`src/rtl/dmem_responder_pkg.sv`:
```
// dmem_pkg: shared types and constants for the multi-cycle data-memory responder.
//   state_t    : responder FSM states
//   op_t       : captured operation kind
//   WORD_BYTES : bytes per storage word
//   ADDR_LSB   : low byte-address bits dropped to form the word index
package dmem_pkg;
  typedef enum logic [1:0] {IDLE, WAIT, DONE} state_t;
  typedef enum logic {OP_RD, OP_WR} op_t;
  localparam int WORD_BYTES = 4;
  localparam int ADDR_LSB = $clog2(WORD_BYTES);
endpackage

```
`src/rtl/dmem_array.sv`:
```
// dmem_array: word storage with synchronous write and combinational read; not reset.
//   clk_i   : clock
//   we_i    : write enable
//   idx_i   : word index
//   wdata_i : write data
//   rdata_o : read data at idx_i
module dmem_array #(
  parameter int DEPTH = 128
) (
  input  logic                     clk_i,
  input  logic                     we_i,
  input  logic [$clog2(DEPTH)-1:0] idx_i,
  input  logic [31:0]              wdata_i,
  output logic [31:0]              rdata_o
);
  logic [31:0] mem [DEPTH];
  always_ff @(posedge clk_i)
    if (we_i) mem[idx_i] <= wdata_i;
  assign rdata_o = mem[idx_i];
endmodule

```
`src/rtl/dmem_responder.sv`:
```
// dmem_responder: multi-cycle MEM-stage load/store responder with fixed latency and error reporting.
//   clk_i, rst_n      : clock, async active-low reset
//   req_read_i/write_i: load/store request
//   addr_i, wdata_i   : byte address, store data
//   rdata_o           : load data, registered on completion
//   ready_o, err_o    : one-cycle completion pulse and its error flag
//   stall_o           : combinational pipeline hold
module dmem_responder
  import dmem_pkg::*;
#(
  parameter int DEPTH   = 128,
  parameter int LATENCY = 2,
  parameter int AW      = $clog2(DEPTH)
) (
  input  logic        clk_i,
  input  logic        rst_n,
  input  logic        req_read_i,
  input  logic        req_write_i,
  input  logic [31:0] addr_i,
  input  logic [31:0] wdata_i,
  output logic [31:0] rdata_o,
  output logic        ready_o,
  output logic        err_o,
  output logic        stall_o
);
  localparam int CW = $clog2(LATENCY + 1);
  state_t         state;
  op_t            op;
  logic [AW-1:0]  idx;
  logic [31:0]    wd;
  logic           err_q;
  logic [CW-1:0]  cnt;
  logic           req, req_err, enter_done, we;
  logic [AW-1:0]  cur_idx;
  logic [31:0]    cur_wdata, arr_rdata;
  op_t            cur_op;
  logic           cur_err;
  assign req     = req_read_i | req_write_i;
  assign req_err = (|addr_i[ADDR_LSB-1:0]) | (|addr_i[31:AW+ADDR_LSB]) | (req_read_i & req_write_i);
  assign stall_o = (state == IDLE && req) || state == WAIT;
  // With LATENCY=1 the capture edge is also the commit edge, so the live
  // inputs stand in for the not-yet-captured registers while in IDLE.
  assign cur_idx    = state == IDLE ? addr_i[AW+ADDR_LSB-1:ADDR_LSB] : idx;
  assign cur_wdata  = state == IDLE ? wdata_i : wd;
  assign cur_op     = state == IDLE ? (req_write_i ? OP_WR : OP_RD) : op;
  assign cur_err    = state == IDLE ? req_err : err_q;
  assign enter_done = (state == IDLE && req && LATENCY == 1) || (state == WAIT && cnt == '0);
  assign we         = enter_done && cur_op == OP_WR && !cur_err;
  dmem_array #(.DEPTH(DEPTH)) u_array (
    .clk_i   (clk_i),
    .we_i    (we),
    .idx_i   (cur_idx),
    .wdata_i (cur_wdata),
    .rdata_o (arr_rdata)
  );
  always_ff @(posedge clk_i or negedge rst_n)
    if (!rst_n) begin
      state   <= IDLE;
      op      <= OP_RD;
      idx     <= '0;
      wd      <= '0;
      err_q   <= 1'b0;
      cnt     <= '0;
      rdata_o <= '0;
      ready_o <= 1'b0;
      err_o   <= 1'b0;
    end else begin
      ready_o <= enter_done;
      err_o   <= enter_done & cur_err;
      if (enter_done) rdata_o <= cur_err ? '0 : arr_rdata;
      case (state)
        IDLE: if (req) begin
          op    <= req_write_i ? OP_WR : OP_RD;
          idx   <= addr_i[AW+ADDR_LSB-1:ADDR_LSB];
          wd    <= wdata_i;
          err_q <= req_err;
          cnt   <= CW'(LATENCY > 1 ? LATENCY - 2 : 0);
          state <= LATENCY == 1 ? DONE : WAIT;
        end
        WAIT: if (cnt == '0) state <= DONE;
              else cnt <= cnt - 1'b1;
        default: state <= IDLE;
      endcase
    end
endmodule

```
`config.mk`:
```
export PLATFORM = sky130hd
export DESIGN_NAME = dmem_responder
export DESIGN_NICKNAME = d
export VERILOG_FILES = /design/src/rtl/dmem_responder_pkg.sv /design/src/rtl/dmem_array.sv /design/src/rtl/dmem_responder.sv
export SDC_FILE = /design/constraint.sdc
export NUM_CORES = 2
export LEC_CHECK = 0
export BUFFER_PORTS_ARGS = -buffer_cell sky130_fd_sc_hd__buf_4
export CAP_MARGIN = 10
export CORE_ASPECT_RATIO = 0.8
export CORE_MARGIN = 3
export CORE_UTILIZATION = 55
export CTS_BUF_LIST = sky130_fd_sc_hd__clkbuf_8
export CTS_CLUSTER_DIAMETER = 150
export DETAILED_ROUTE_END_ITERATION = 12
export HOLD_SLACK_MARGIN = 0.08
export MAX_ROUTING_LAYER = met4
export PLACE_DENSITY = 0.75
export SYNTH_ARGS = -nofsm -noshare
export SYNTH_HDL_FRONTEND = slang
export SYNTH_SLANG_ARGS = --single-unit
export TNS_END_PERCENT = 10
```
`constraint.sdc`:
```
create_clock -name clk_i -period 4.94 [get_ports clk_i]
set_input_delay 0.988 -clock clk_i [delete_from_list [all_inputs] [get_ports clk_i]]
set_output_delay 0.988 -clock clk_i [all_outputs]
set_load 0.02 [all_outputs]
```
== Yosys cells after proc, flatten, opt, wreduce, memory -nomap -nowiden ==
Memories as Yosys holds them, arrays and structs flattened.
Cells that the tools add are included.

* $add $sub $neg: 1
* Multipliers: 0
* Divide/modulo/power cells: 0
* $lt $le $gt $ge: 0
* Eq/ne operators: 4
* Shifts and indexed selects: 0
* Muxes and demuxes: 14
* Bitwise logic cells: 5
* Reductions and logical operators: 14

{| class="wikitable"
|+ Operator list
! cell !! number
|-
| 32-bit 2-to-1 mux || 2
|-
| 23-bit OR reduction || 1
|-
| 2-bit 2-to-1 mux || 4
|-
| 2-bit one-hot mux with 2 select lines || 2
|-
| 7-bit 2-to-1 mux || 1
|-
| 1-bit 2-to-1 mux || 5
|-
| 1-bit logical AND || 4
|-
| 2-bit zero test || 2
|-
| 2-bit inequality test, second input constant || 2
|-
| 2-bit AND reduction || 2
|-
| 1-bit bitwise OR || 3
|-
| 3-bit AND reduction || 1
|-
| 1-bit bitwise AND || 2
|-
| 2-bit by 1-bit == test with 1-bit output, second input constant || 1
|-
| 2-bit by 1-bit inequality test with 1-bit output, second input constant || 1
|-
| 2-bit nonzero test || 1
|-
| 2-bit OR reduction || 1
|-
| 2-bit by 1-bit subtractor with 2-bit output, second input constant || 1
|-
| 1-bit zero test || 1
|-
| 1-bit logical OR || 1
|}

* Register bits: 79
* Latch bits: 0
* Bits in writable memories: 4,096
* ROM bits: 0
* Input bits: 68
* Output and inout port bits: 35
* Word-level logic and storage cells: 48
* Memories kept: 1

{| class="wikitable"
|+ Memory list
! name !! words !! bits a word !! rd ports !! clocked after Yosys merged registers in !! write ports !! line !! text
|-
| u_array.mem || 128 || 32 || 1 || 0 || 1 || dmem_array.sv:16 || <nowiki>logic [31:0] mem [DEPTH];</nowiki>
|}

== Longest topological paths before layout ==
* Word-level depth: 8
* Depth in mapped cells: 14

== Modules after synthesis ==
From an unflattened synthesis, not the netlist that was laid out.

* Cells, all modules: 9,225
* Area total of the unflattened synthesis: 160,242.4 um^2

{| class="wikitable"
|+ Modules (own cells, without submodules)
! module !! instances !! cells an instance !! area each (um^2) !! seq. area each (um^2)
|-
| dmem_array || 1 || 8,922 || 156,616.5 || 122,998.0
|-
| dmem_responder || 1 || 303 || 3,626.0 || 1,976.9
|}

== Worst setup path before layout ==
No wires, ideal clock.

* Path kind: input-to-reg
* Start: input addr_i[2]
* End: memory u_array.mem[41][0], enable pin
* Library setup time: 0.421 ns
* Data arrival time: 4.282 ns
* Path slack: 0.236 ns
* Cell stages on the path: 10
* Path buffers: 6
* Path through: or3b_4 -> nand2_2 -> buf_4 -> buf_4 -> buf_4 -> buf_2 -> buf_1 -> nand3_1 -> clkbuf_1 -> nor2_1

* Word-level cells in the longest chain between the ends: 1

{| class="wikitable"
|+ Ends and longest elaborated chain
! what !! line !! text
|-
| start, declared || dmem_responder.sv:19 || <nowiki>input logic [31:0] addr_i,</nowiki>
|-
| 7-bit 2-to-1 mux || dmem_responder.sv:43 || <nowiki>assign cur_idx = state == IDLE ? addr_i[AW+ADDR_LSB-1:ADDR_LSB] : idx;</nowiki>
|-
| end, declared || dmem_array.sv:16 ||
|}

No other way between the ends.

== Worst setup path after layout ==
* Start: register state[1]
* End: register rdata_o[16]

* Word-level cells in the longest chain between the ends: 4
* Elaborated cells on any way between the ends: 7

{| class="wikitable"
|+ Ends and longest elaborated chain
! what !! line !! text
|-
| start, declared || dmem_responder.sv:27 || <nowiki>state_t state;</nowiki>
|-
| start signal, assigned || dmem_responder.sv:78 || <nowiki>state <= LATENCY == 1 ? DONE : WAIT;</nowiki>
|-
| 2-bit zero test || dmem_responder.sv:43, dmem_responder.sv:46 ||
|-
| 7-bit 2-to-1 mux || dmem_responder.sv:43 ||
|-
| memory 128 x 32 bit || n/a ||
|-
| 32-bit 2-to-1 mux || dmem_responder.sv:70 || <nowiki>if (enter_done) rdata_o <= cur_err ? '0 : arr_rdata;</nowiki>
|-
| end signal, assigned || dmem_responder.sv:70 ||
|-
| end, declared || dmem_responder.sv:21 || <nowiki>output logic [31:0] rdata_o,</nowiki>
|}

Several ways; a longest one is shown, not always the timed one.
A chain may end at the register's enable or synchronous reset.

==> flow_summary.yaml <==
status:
  status: "finished clean"
yosys:
  async_reset_ff_share_pct: 1.89
  synth_area_leaders: "edfxtp_1 80%, o22ai_1 4.8%, nand2_1 3.2%, mux2i_1 2.0%, dfrtp_1 1.3%"
  ys_seq_area_share_pct: 81.0
  synth-seq-cells: 4175
  yosysMostFrequentCell: "edfxtp_1"
  ys.flop_type: "edfxtp_1"
  synth_nets: 9197
  netlist.area_leader.share_pct: 79.7
  netlist_area_sq_um: 154000
  synth_cell_types: 58
  synthCells: 9128
  netlist_top_cells_count: "4096 x edfxtp_1, 1307 x nand2_1, 1187 x o22ai_1, 305 x mux2i_1, 266 x buf_2"
  synth_top_cell_by_area: "edfxtp_1"
  syn_avg_cell_area_sq_um: 16.9
  synth_warnings: 0
  synth_edf_count: 4096
detailed_routing:
  first_pass_iters: 8
  post_drt_wl_per_cell_um: 34.8
  vias: 98100
  ant_nets: 0
  first_iter_violations: 19400
  wl_mm: 488
  routed_via_density: 6.99
  drc: 0
grt:
  grt_pass1_vias: 93500
  grt_max_degree: 129
  grt_usage_pct: 34.2
  grt_antenna_before_repair: 38
  grt.overflow.total: 0
  grt_pass1_wl_mm: 680
setup_path:
  path_max_fanout: 26
  crit_path_frequent_cell: "buf_4"
  crit_buf_inv: 4
  path_class: "reg2reg"
  worstPathCellList: "or3b_4, and2_4, nand2_8, buf_12, buf_4, buf_4, o22ai_1, o41ai_1, a41oi_1, buf_4, o41ai_2"
  crit_path_start_kind: "register"
  critPathRequiredTime_ns: 5.91
  crit_path_max_incr_delay_ns: 0.82
  path_delay_family: "compound AO/OA/AOI/OAI gates"
  crit_slowest_cell: "o41ai_1"
  endpoint_kind: "register"
  worstPathArrival_ns: 5.83
  r2r_setup_slack_ns: 0.08
die:
  rows: 173
  ios: 103
  fp.coreArea_sq_um: 279000
  dieArea_sq_um: 287000
  start_util_pct: 55.4
  die_w_um: 598
  dieHeight_um: 480
sta:
  max_clock_freq_mhz: 206
  tns_ns: 0
  setup_slack_ns: 0.0754
  finalSetupViolCount: 0
  slew_headroom_pct: 10.5
  hold_viol_final: 0
  fin_skew_ns: 0.100
  worst_pin_slew_ns: 1.33
  finalCriticalPeriod_ns: 4.86
  period_share_pct: 98.5
  drv_slew: 0
  rsz0062_at_grt: "false"
clock_network:
  cts.sinks: 4175
  clk_pin_slew_worst_paths_ns: 0.07
  clock_path_buffers: 4
  clk_latency_ns: 1.08
  cts_root_buffer: "clkbuf_8"
  cts_tree: "done"
  htreeDepth: 6
  cts_buffers: 599
cells_and_area:
  post_route_cells_drive_above_1_share_pct: 16.5
  fill_cells: 18200
  synthToLayoutAreaGrowth_pct: 14.1
  layoutNonFillerInstCount: 14000
  nets: 9960
placed_design:
  gp_congestion: 0.922
  pre_cts_slack_ns: -0.413
  hpwl_mm: 278
  post-place-cells: 13000
  portBuffers: 102
pwr:
  power.total_mw: 109
  p_per_area_nw_per_um2: 618
  irDropWorstVdd_mv: 1.04
  p_leak_nw: 57.3
worst_hold_path:
  hold_class: "in2reg"
flow_run:
  drv_cap: 0
==> through the flow <==
stage | utilization, % | area, sq um | hold WS, ns
2_1_floorplan | - | 154000 | 0.444
3_3_place_gp | 59.4 | 166000 | 0.458
3_5_place_dp | 59.4 | 166000 | 0.465
4_1_cts | 63.2 | 176000 | 0.0808
5_1_grt | 63.2 | 176000 | 0.135
6_report | 63.2 | 176000 | 0.149
==> repair_timing <==
action	4_1_cts	5_1_grt
resized for setup	0	0
endpoints found under the hold margin	46	0
hold buffers	2	0
setup buffers	0	0
==> state kept, by name (all words and copies together) (netlist names) <==
register     count
state            2
cnt              2
op               1
u_array.mem   4096
err_o            1
rdata_o         32
wd              32
err_q            1
ready_o          1
idx              7
==> cell usage in the layout (no fill, tap or decap), types with 39 or more instances in the layout <==
cell	count
clkinv_1	117
o221ai_1	82
nor2_4	132
or4_1	52
dfrtp_1	79
buf_4	587
nand3_1	253
clkbuf_8	628
mux2i_1	304
o41ai_1	209
o31ai_1	98
buf_12	187
a41oi_1	66
edfxtp_1	4096
a32oi_1	223
inv_1	236
nand2_1	1270
a21oi_1	39
o22ai_1	1187
a31oi_1	154
o22a_1	41
==> per-layer routing <==
layer | up-vias | global-route usage (%) | routed length [um]
li1 | 38800 | - | -
met1 | 48100 | 44.5 | 161000
met4 | 0 | 17.5 | 29100
met2 | 9646 | 48.0 | 211000
met5 | - | - | 0
met3 | 1467 | 11.8 | 86000
==> cell families after synthesis <==
family / after synthesis / share of synthesized area (%)
buffers and inverters: 624 / 1.98
AOI/OAI and AO/OA: 2201 / 10.2
adders and majority gates: 1 / 0.00810
DFF: 4175 / 81.0
and+or+nand+nor: 1821 / 4.87
muxes: 306 / 1.99
==> worst min-delay path: cells and delay by family <==
family        cells  cell delay, ns
simple gates      2            0.09
buf+inv           1            0.08
==> final timing paths <==
kind / startpoint / end / depth (start not counted)
max in group asynchronous: rst_n / rdata_o[21] / 3
min reg2reg: wd[26] / wd[26] / 2
max: state[1] / rdata_o[16] / 11
max reg2reg: state[1] / rdata_o[16] / 11
min in group asynchronous: rst_n / wd[3] / 2
min: wdata_i[27] / wd[27] / 3
==> final cells by class <==
cell class / instances / area [sq um] / area share (%)
clock buffers: 628 / 8640 / 4.91
inverters: 10 / 37.5 / 0.0213
flip-flops and latches: 4175 / 125000 / 70.9
multi-input cells: 4329 / 27800 / 15.8
diodes: 21 / 52.6 / 0.0298
repair buffers: 776 / 8170 / 4.64
well taps: 3675 / 4600 / 2.61
clock inverters: 413 / 1860 / 1.06
==> power breakdown <==
part	switching (mW)	total, mW	internal [mW]
clock network	12.9	24.8	12.0
registers	0.404	46.4	46.0
logic	28.2	37.8	9.59
total	41.4	109	67.5
Note: power is estimated with default switching activity, not from simulation.
